==> config.mk <==
export PLATFORM = sky130hd
export DESIGN_NAME = uart_console_master
export DESIGN_NICKNAME = d
export VERILOG_FILES = /design/src/rtl/uart_console_master.sv
export SDC_FILE = /design/constraint.sdc
export NUM_CORES = 1
export LEC_CHECK = 0
export ABC_CLOCK_PERIOD_IN_PS = 4900
export CORE_ASPECT_RATIO = 1.4
export CORE_UTILIZATION = 43
export DETAILED_ROUTE_END_ITERATION = 7
export GPL_TIMING_DRIVEN = 0
export PLACE_DENSITY = 0.89
export SKIP_LAST_GASP = 1
export SLEW_MARGIN = 20
export SYNTH_ARGS = -nofsm -noshare
export SYNTH_HDL_FRONTEND = slang
export SYNTH_SLANG_ARGS = --single-unit
==> constraint.sdc <==
create_clock -name clk -period 4.9 [get_ports clk]
set_input_delay 1.225 -clock clk [delete_from_list [all_inputs] [get_ports clk]]
set_output_delay 1.225 -clock clk [all_outputs]
set_load 0.02 [all_outputs]
==> src/rtl/uart_console_master.sv <==
// uart_console_master
// Drives a memory-mapped UART over a single-outstanding native bus. After
// reset it programs the baud divisor and enables TX/RX. It then polls for
// received bytes, decodes console control bytes (ENQ/EOT/FRX/FTX) into event
// pulses, forwards other bytes as character pulses, and sends upstream bytes
// on request. The first ENQ gets a one-time reply byte.
//
// Build option: define CONSOLE_LD_FW_EN to make the ENQ reply FRX (0x07),
// which asks the host for a firmware upload. Without it the reply is ACK (0x06).
//
// Bus handshake: a request is launched by raising uart_valid together with
// uart_addr/uart_wdata/uart_wstrb. All four hold steady until the cycle in
// which uart_ready=1; that is the only cycle in which uart_rdata is sampled.
// uart_valid drops on the following cycle, so there is at most one access in
// flight. Reads carry wstrb=0 and writes carry wstrb=4'hF.
// Upstream byte handshake: tx_ready pulses for one cycle in the IDLE cycle
// that latches tx_data. A byte on tx_valid is held off (not lost) while the
// master is busy, initialising or halted.
module uart_console_master #(
  parameter int DATA_W      = 32,
  parameter int UART_ADDR_W = 3,
  parameter int DIV         = 434
) (
  input  logic                   clk,
  input  logic                   reset,
  output logic                   uart_valid,
  output logic [UART_ADDR_W-1:0] uart_addr,
  output logic [DATA_W-1:0]      uart_wdata,
  output logic [3:0]             uart_wstrb,
  input  logic [DATA_W-1:0]      uart_rdata,
  input  logic                   uart_ready,
  input  logic                   tx_valid,
  input  logic [7:0]             tx_data,
  output logic                   tx_ready,
  output logic                   char_valid,
  output logic [7:0]             char_data,
  output logic                   evt_enq,
  output logic                   evt_frx,
  output logic                   evt_ftx,
  output logic                   done,
  output logic                   connected,
  output logic [3:0]             o_dbg_state
);

  // UART register map
  localparam logic [UART_ADDR_W-1:0] REG_DIV     = UART_ADDR_W'(0);
  localparam logic [UART_ADDR_W-1:0] REG_TXEN    = UART_ADDR_W'(1);
  localparam logic [UART_ADDR_W-1:0] REG_RXEN    = UART_ADDR_W'(2);
  localparam logic [UART_ADDR_W-1:0] REG_TXBUSY  = UART_ADDR_W'(3);
  localparam logic [UART_ADDR_W-1:0] REG_RXREADY = UART_ADDR_W'(4);
  localparam logic [UART_ADDR_W-1:0] REG_TXDATA  = UART_ADDR_W'(5);
  localparam logic [UART_ADDR_W-1:0] REG_RXDATA  = UART_ADDR_W'(6);

  // Console control bytes
  localparam logic [7:0] CH_EOT = 8'h04;
  localparam logic [7:0] CH_ENQ = 8'h05;
  localparam logic [7:0] CH_FRX = 8'h07;
  localparam logic [7:0] CH_FTX = 8'h08;

`ifdef CONSOLE_LD_FW_EN
  localparam logic [7:0] REPLY_BYTE = 8'h07;
`else
  localparam logic [7:0] REPLY_BYTE = 8'h06;
`endif

  localparam logic [3:0] STRB_RD = 4'h0;
  localparam logic [3:0] STRB_WR = 4'hF;

  typedef enum logic [3:0] {
    S_INIT_DIV  = 4'd0,
    S_INIT_TXEN = 4'd1,
    S_INIT_RXEN = 4'd2,
    S_IDLE      = 4'd3,
    S_TX_POLL   = 4'd4,
    S_TX_WR     = 4'd5,
    S_RX_POLL   = 4'd6,
    S_RX_RD     = 4'd7,
    S_DECODE    = 4'd8,
    S_HALT      = 4'd9
  } state_t;

  state_t                 r_state;
  state_t                 w_state_nxt;

  // Registered bus request
  logic                   r_valid;
  logic [UART_ADDR_W-1:0] r_addr;
  logic [DATA_W-1:0]      r_wdata;
  logic [3:0]             r_wstrb;

  // Datapath and sticky flags
  logic [7:0]             r_tx_byte;
  logic                   r_tx_is_reply;
  logic [7:0]             r_rx_byte;
  logic                   r_pending;
  logic                   r_enq_seen;
  logic                   r_done;
  logic                   r_connected;

  // Decoded per-cycle controls
  logic                   w_complete;
  logic                   w_bus_state;
  logic                   w_issue;
  logic [UART_ADDR_W-1:0] w_req_addr;
  logic [DATA_W-1:0]      w_req_wdata;
  logic [3:0]             w_req_wstrb;
  logic                   w_sel_tx;
  logic                   w_sel_reply;
  logic                   w_latch_rx;
  logic                   w_set_pending;
  logic                   w_set_connected;
  logic                   w_set_done;
  logic                   w_evt_enq;
  logic                   w_evt_frx;
  logic                   w_evt_ftx;
  logic                   w_char_valid;

  // An access finishes in the cycle the slave answers an outstanding request.
  assign w_complete = r_valid & uart_ready;

  // A bus state launches its request whenever nothing is outstanding.
  assign w_issue = w_bus_state & ~r_valid;

  // State register
  always_ff @(posedge clk or negedge reset) begin
    if (!reset) begin
      r_state <= S_INIT_DIV;
    end else begin
      r_state <= w_state_nxt;
    end
  end

  // Next-state logic, request contents for the current state, decode actions
  always_comb begin
    w_state_nxt     = r_state;
    w_bus_state     = 1'b0;
    w_req_addr      = '0;
    w_req_wdata     = '0;
    w_req_wstrb     = STRB_RD;
    w_sel_tx        = 1'b0;
    w_sel_reply     = 1'b0;
    w_latch_rx      = 1'b0;
    w_set_pending   = 1'b0;
    w_set_connected = 1'b0;
    w_set_done      = 1'b0;
    w_evt_enq       = 1'b0;
    w_evt_frx       = 1'b0;
    w_evt_ftx       = 1'b0;
    w_char_valid    = 1'b0;
    case (r_state)
      S_INIT_DIV: begin
        w_bus_state = 1'b1;
        w_req_addr  = REG_DIV;
        w_req_wdata = DATA_W'(DIV);
        w_req_wstrb = STRB_WR;
        if (w_complete) w_state_nxt = S_INIT_TXEN;
      end
      S_INIT_TXEN: begin
        w_bus_state = 1'b1;
        w_req_addr  = REG_TXEN;
        w_req_wdata = DATA_W'(1);
        w_req_wstrb = STRB_WR;
        if (w_complete) w_state_nxt = S_INIT_RXEN;
      end
      S_INIT_RXEN: begin
        w_bus_state = 1'b1;
        w_req_addr  = REG_RXEN;
        w_req_wdata = DATA_W'(1);
        w_req_wstrb = STRB_WR;
        if (w_complete) w_state_nxt = S_IDLE;
      end
      S_IDLE: begin
        // Owed reply beats upstream data, which beats polling the receiver.
        if (r_pending) begin
          w_sel_reply = 1'b1;
          w_state_nxt = S_TX_POLL;
        end else if (tx_valid) begin
          w_sel_tx    = 1'b1;
          w_state_nxt = S_TX_POLL;
        end else begin
          w_state_nxt = S_RX_POLL;
        end
      end
      S_TX_POLL: begin
        w_bus_state = 1'b1;
        w_req_addr  = REG_TXBUSY;
        // Busy transmitter: stay here and poll again, without any timeout.
        if (w_complete) w_state_nxt = uart_rdata[0] ? S_TX_POLL : S_TX_WR;
      end
      S_TX_WR: begin
        w_bus_state = 1'b1;
        w_req_addr  = REG_TXDATA;
        w_req_wdata = {{(DATA_W-8){1'b0}}, r_tx_byte};
        w_req_wstrb = STRB_WR;
        if (w_complete) begin
          w_state_nxt     = S_IDLE;
          w_set_connected = r_tx_is_reply;
        end
      end
      S_RX_POLL: begin
        w_bus_state = 1'b1;
        w_req_addr  = REG_RXREADY;
        if (w_complete) w_state_nxt = uart_rdata[0] ? S_RX_RD : S_IDLE;
      end
      S_RX_RD: begin
        w_bus_state = 1'b1;
        w_req_addr  = REG_RXDATA;
        if (w_complete) begin
          w_latch_rx  = 1'b1;
          w_state_nxt = S_DECODE;
        end
      end
      S_DECODE: begin
        w_state_nxt = S_IDLE;
        case (r_rx_byte)
          CH_ENQ: begin
            w_evt_enq     = 1'b1;
            w_set_pending = ~r_enq_seen;
          end
          CH_EOT: begin
            w_set_done  = 1'b1;
            w_state_nxt = S_HALT;
          end
          CH_FRX:  w_evt_frx    = 1'b1;
          CH_FTX:  w_evt_ftx    = 1'b1;
          default: w_char_valid = 1'b1;
        endcase
      end
      S_HALT: begin
        w_state_nxt = S_HALT;
      end
      default: begin
        w_state_nxt = S_INIT_DIV;
      end
    endcase
  end

  // Bus request register: launch, hold while waiting, drop after the answer
  always_ff @(posedge clk or negedge reset) begin
    if (!reset) begin
      r_valid <= 1'b0;
      r_addr  <= '0;
      r_wdata <= '0;
      r_wstrb <= '0;
    end else if (w_issue) begin
      r_valid <= 1'b1;
      r_addr  <= w_req_addr;
      r_wdata <= w_req_wdata;
      r_wstrb <= w_req_wstrb;
    end else if (w_complete) begin
      r_valid <= 1'b0;
      r_addr  <= '0;
      r_wdata <= '0;
      r_wstrb <= '0;
    end
  end

  // Byte latches for the send and receive paths
  always_ff @(posedge clk or negedge reset) begin
    if (!reset) begin
      r_tx_byte     <= 8'h00;
      r_tx_is_reply <= 1'b0;
      r_rx_byte     <= 8'h00;
    end else begin
      if (w_sel_reply) begin
        r_tx_byte     <= REPLY_BYTE;
        r_tx_is_reply <= 1'b1;
      end else if (w_sel_tx) begin
        r_tx_byte     <= tx_data;
        r_tx_is_reply <= 1'b0;
      end
      if (w_latch_rx) r_rx_byte <= uart_rdata[7:0];
    end
  end

  // Reply bookkeeping and sticky status flags
  always_ff @(posedge clk or negedge reset) begin
    if (!reset) begin
      r_pending   <= 1'b0;
      r_enq_seen  <= 1'b0;
      r_done      <= 1'b0;
      r_connected <= 1'b0;
    end else begin
      if (w_set_pending) begin
        r_pending  <= 1'b1;
        r_enq_seen <= 1'b1;
      end else if (w_sel_reply) begin
        r_pending  <= 1'b0;
      end
      if (w_set_connected) r_connected <= 1'b1;
      if (w_set_done)      r_done      <= 1'b1;
    end
  end

  assign uart_valid  = r_valid;
  assign uart_addr   = r_addr;
  assign uart_wdata  = r_wdata;
  assign uart_wstrb  = r_wstrb;
  assign tx_ready    = w_sel_tx;
  assign char_valid  = w_char_valid;
  assign char_data   = w_char_valid ? r_rx_byte : 8'h00;
  assign evt_enq     = w_evt_enq;
  assign evt_frx     = w_evt_frx;
  assign evt_ftx     = w_evt_ftx;
  assign done        = r_done;
  assign connected   = r_connected;
  assign o_dbg_state = r_state;

endmodule

==> run summary, run 1 <==
Leakage: 1.33 nW
Layout Skew: 0.00727 ns
TNS Setup: 0 ns
Hold_sp: r_enq_seen
Nets@finish: 325
H-tree lvl count: 2
Setup bufs post-CTS: 0
DRC violations left: 0
CTS Buf Count: 5
Clk_lat worst skew: 0.29 ns
Max incr delay on CP: 0.62 ns
First-pass GRT wire length: 7.67 mm
CP max-delay cell: clkdlybuf4s50_1
Top Ports: 103
Synth top area cells: dfrtp_1 (48%), buf_4 (9.6%), a22o_1 (5.2%)
Met3 Use GR: 4.83%
Post-cts resize count: 0
Main flop type after synthesis: dfrtp_1
Fin. max-slew vios: 0
RD Place Congestion: 0.896
TritonCTS clock tree: built
Worst Path Arrival: 2.68 ns
Share of layout cells above drive strength 1: 18.8%
Final WL: 4.58 mm
Area leader, netlist: dfrtp_1
RSZ-0062 raised after global routing: no
Synth cell types: 45
Final Setup Violations: 0
Maximum capacitance violations: 0
Most common cell in the netlist: dfrtp_1
Row count: 29
Crit share post-route: 79.8%
Critical path's top delay family: buffers and inverters
Status: completed
Gr ovfl total: 0
R2R setup slack: 3.10 ns
Post-CTS Hold Buffers: 0
IO buf count: 55
Vias in the first global route: 1698
M2 GR Usage: 34.1%
Core Area: 4540 um^2
Crit Path Max Fanout: 7
Synth Register Bits: 39
Syn Inst Count: 196
Crit end category: output pin
Met1 Track Usage GR: 23.4%
Vias: 1727
Die width: 60.0 um
Clock buffer depth: 2
Initial Util: 44.7%
Worst EP required: 3.67 ns
WP buf/inv: 3
Fin cells: 344
Antenna cells: 0
DRT iter0 DRCs: 53
Clk sink count: 39
Fillers: 379
Crit start category: input pin
Part of the Yosys area used for sequential elements: 48.1%
Vias per inst: 5.02
FFs w/ async S/R, synth: 100%
Achievable Freq: 256 MHz
Reg-to-reg critical path startpoint: o_dbg_state[0]
Crit path time final: 3.91 ns
Worst Tran Pin Value: 0.623 ns
Total track usage: 20.0%
Register area: 976 um^2
Synth cell count leaders: dfrtp_1 (39), buf_4 (26), nor2_1 (14), a22o_1 (12), nand2_1 (12)
Yosys top cell area share: 48.1%
Multi-input logic area: 875 um^2
Initial antenna violation count: 0
Clock-pin slew on the worst setup and hold paths: 0.08 ns
Post-DP HPWL: 3.52 mm
Placed Area: 2750 um^2
Layer with the highest usage: met2
CP startpoint: tx_valid
Top cell by count, worst path: clkdlybuf4s50_1
DP Cell Count: 336
Worst Setup Path Type: input pin to output pin
EDFF count, synth: 0
Syn avg cell area: 10.3 um^2
Design Area, Final: 2870 um^2
Die height: 83.3 um
Largest net degree at the start of global routing: 28
Mapped cell area: 2030 um^2
Die Area: 5000 um^2
WL/cell: 13.3 um
Worst-path cell chain: clkdlybuf4s50_1, nand3b_1, inv_2, clkdlybuf4s50_1
Pre-Repair DR Iteration Count: 4
Worst min path class: flop to flop
Maximum vdd drop: 326 uV
Final Hold Fails: 0
Syn. warnings: 0
Area grow syn2layout: 41.3%
Rel. slew slack: 57.9%
PD cells: 552 nW/um^2
Root Driver: clkbuf_8
DRT antenna net count: 0
worst reg2reg max path, delay by kind of cell (launching register included):
| family | cells | cell delay, ns |
|---|---|---|
| buffers and inverters | 1 | 0.36 |
| AO/OA/AOI/OAI | 1 | 0.15 |
| flip-flops | 1 | 0.46 |
| AND/OR/NAND/NOR | 2 | 0.77 |
area by class of cell:
type | instances | area share [%]
timing repair buffer | 56 | 19.7
inverter | 7 | 0.917
tap | 62 | 2.71
clock inverter | 3 | 1.53
clock buffer | 5 | 2.40
buffer | 34 | 8.16
sequential | 39 | 34.0
multi-input combinational | 138 | 30.5
sequential cells by signal, indices dropped and copies added, names as in the netlist:
name / flops
uart_wstrb: 1
connected: 1
r_rx_byte: 8
r_tx_byte: 8
done: 1
r_enq_seen: 1
o_dbg_state: 4
r_pending: 1
r_tx_is_reply: 1
uart_wdata: 9
uart_addr: 3
uart_valid: 1
through the flow:
stage	setup slack, ns	hold WS (ns)	utilization, %	power, mW
finish	0.990	0.468	63.2	1.58
global route	0.905	0.491	63.2	1.69
CTS	0.991	0.473	63.2	1.59
detailed placement	0.990	0.451	60.7	1.32
global placement	1.01	0.449	60.4	1.29
floorplan	1.84	0.434	-	1.05
final timing paths:
check	endpoint	cells after the start
worst max register to register	o_dbg_state[3]	4
max in group asynchronous	o_dbg_state[1]	2
worst min register to register	r_enq_seen	1
worst min-delay path	r_enq_seen	1
worst max-delay path	tx_ready	4
min in group asynchronous	r_rx_byte[3]	1
cells by family (layout without fill, tap and decap cells):
kind of cell              after synthesis  after routing  share of synthesized area [%]
AOI/OAI and AO/OA                      54             54                           19.5
and+or+nand+nor                        52             52                           14.6
buffers and inverters                  41            105                           12.8
DFF                                    39             39                           48.1
muxes                                   8              8                           4.38
other                                   1             23                          0.185
xor gates and xnor gates                1              1                          0.432
power by group:
part | leakage (nW) | internal (mW) | total, mW | switching, mW
logic | 0.774 | 0.353 | 0.763 | 0.410
clock network | 0.0581 | 0.152 | 0.268 | 0.117
registers | 0.500 | 0.444 | 0.552 | 0.107
total | 1.33 | 0.949 | 1.58 | 0.634
layer usage:
layer  vias to the layer above  part of all wire [%]  routed length (um)
li1                        825                     -                   -
met2                        74                    53                2410
met3                         6                   6.4                 292
met1                       822                    40                1830
met5                         -                     0                   0
met4                         0                   1.2                  53
layout by cell type (no fill, tap or decap), drive strengths merged, types with 5 or more instances in the layout:
cell type      instances
clkdlybuf4s50         54
dfrtp                 39
buf                   31
conb                  23
nor2                  15
nand2                 12
a22o                  12
a21oi                 11
o21ai                 11
clkbuf                10
mux2                   7
inv                    7
and2                   5
No activity file was read; power rests on OpenSTA's default activity.
==> run 2: changes to the inputs <==
- ABC_CLOCK_PERIOD_IN_PS: 4900 -> 3600
- CORE_UTILIZATION: 43 -> 40
- PLACE_DENSITY: 0.89 -> 0.83
- clock period: 4.9 -> 3.6 ns (I/O delays scaled with it)
==> run 2 against run 1 <==
  * Critical path depth increased by 1
  * Utilization decreased by 4.8 points
  * Design area decreased by 0.52%
  * Worst hold slack improved by 0.0098 ns
  * Sequential share of layout area increased by 0.18 points
  * Worst setup slack got worse by 0.71 ns
  * Non-clock buffer count unchanged
  * Register-to-register slack got worse by 1.3 ns
==> run summary, run 2 (synthesized netlist as in run 1, its figures left out) <==
Final WL: 4.58 mm
Worst-path cell chain: nor4b_2, clkbuf_1, nand2_1, a21oi_1, clkdlybuf4s50_1
Largest net degree at the start of global routing: 29
Final Hold Fails: 0
Initial Util: 41.6%
Maximum capacitance violations: 0
Crit share post-route: 92.1%
DRT antenna net count: 0
Crit start category: flop
Clock buffer depth: 2
Final Setup Violations: 0
WL/cell: 13.2 um
IO buf count: 55
Crit end category: output pin
Die Area: 5360 um^2
Die width: 62.2 um
Worst EP required: 2.70 ns
DRC violations left: 0
Layout Skew: 0.00347 ns
Fin cells: 346
H-tree lvl count: 2
Maximum vdd drop: 327 uV
TritonCTS clock tree: built
Share of layout cells above drive strength 1: 19.1%
Achievable Freq: 302 MHz
Multi-input logic area: 881 um^2
Antenna cells: 0
CTS Buf Count: 5
Row count: 30
CP max-delay cell: clkdlybuf4s50_1
Top Ports: 103
Core Area: 4880 um^2
Vias per inst: 4.92
Max incr delay on CP: 0.64 ns
Clk_lat worst skew: 0.29 ns
Rel. slew slack: 65.9%
Fillers: 451
Pre-Repair DR Iteration Count: 4
PD cells: 731 nW/um^2
Design Area, Final: 2850 um^2
Fin. max-slew vios: 0
Die height: 86.3 um
Register area: 976 um^2
TNS Setup: 0 ns
Crit path time final: 3.31 ns
Root Driver: clkbuf_8
Nets@finish: 325
Clk sink count: 39
Worst min path class: flop to flop
Status: completed
Worst Path Arrival: 2.41 ns
Vias in the first global route: 1667
Crit Path Max Fanout: 10
Area grow syn2layout: 40.6%
Total track usage: 18.4%
Commonest non-fill, non-tap cell in the layout: clkdlybuf4s50_1
Post-DP HPWL: 3.41 mm
Smallest hold slack: 0.478 ns
RD Place Congestion: 0.877
Leakage: 1.31 nW
RSZ-0062 raised after global routing: no
Gr ovfl total: 0
Post-CTS Hold Buffers: 0
Post-cts resize count: 0
Setup bufs post-CTS: 0
DRT iter0 DRCs: 63
Vias: 1703
Worst Setup Path Type: flop to output pin
First-pass GRT wire length: 7.72 mm
Worst Tran Pin Value: 0.510 ns
DP Cell Count: 338
Placed Area: 2760 um^2
Commonest cells after routing, fill and taps aside: clkdlybuf4s50_1 (54), dfrtp_1 (39), buf_4 (26)
Initial antenna violation count: 0
Largest register FFs: 9
Clock-pin slew on the worst setup and hold paths: 0.08 ns
Final Util: 58.4%
## run 2: layer usage
layer	share of wire, %	vias up	track usage, %
met4	1.7	0	8.03
met2	52	72	33.8
li1	-	821	-
met1	38	802	19.6
met3	7.9	8	5.39
met5	0	-	0
## run 2: worst paths after layout
path	start	end	slack, ns	cells past startpoint
min in group asynchronous	reset	r_rx_byte[7]	0.49	1
min reg2reg	connected	connected	0.48	1
min	connected	connected	0.48	1
max	o_dbg_state[0]	char_data[1]	0.29	5
max reg2reg	o_dbg_state[3]	r_rx_byte[2]	1.77	4
max in group asynchronous	reset	r_tx_byte[1]	2.68	2
## run 2: final cells by class
type,count,share of cell area (%)
inverter,7,0.921
clock buffer,5,2.41
multi-input combinational,138,30.9
clock inverter,3,0.702
sequential,39,34.2
tap,64,2.81
timing repair buffer,56,19.8
buffer,34,8.21
## run 2: worst max-delay path, delay by kind of cell (launching register included)
kind | cells | cell delay [ns]
AOI/OAI and AO/OA | 1 | 0.12
buffers and inverters | 2 | 1.00
DFF | 1 | 0.46
and+or+nand+nor | 2 | 0.54
## run 2: per-stage QoR
| stage | setup WS, ns | total power, mW |
|---|---|---|
| final | 0.285 | 2.09 |
| after CTS | 0.119 | 2.10 |
| after global placement | 0.354 | 1.76 |
| after floorplan | 0.868 | 1.43 |
| after detailed placement | 0.358 | 1.80 |
| after global routing | 0.164 | 2.23 |
## run 2: power breakdown
part / switching [mW] / internal, mW
Clock: 0.159 / 0.135
Combinational: 0.559 / 0.481
Sequential: 0.148 / 0.605
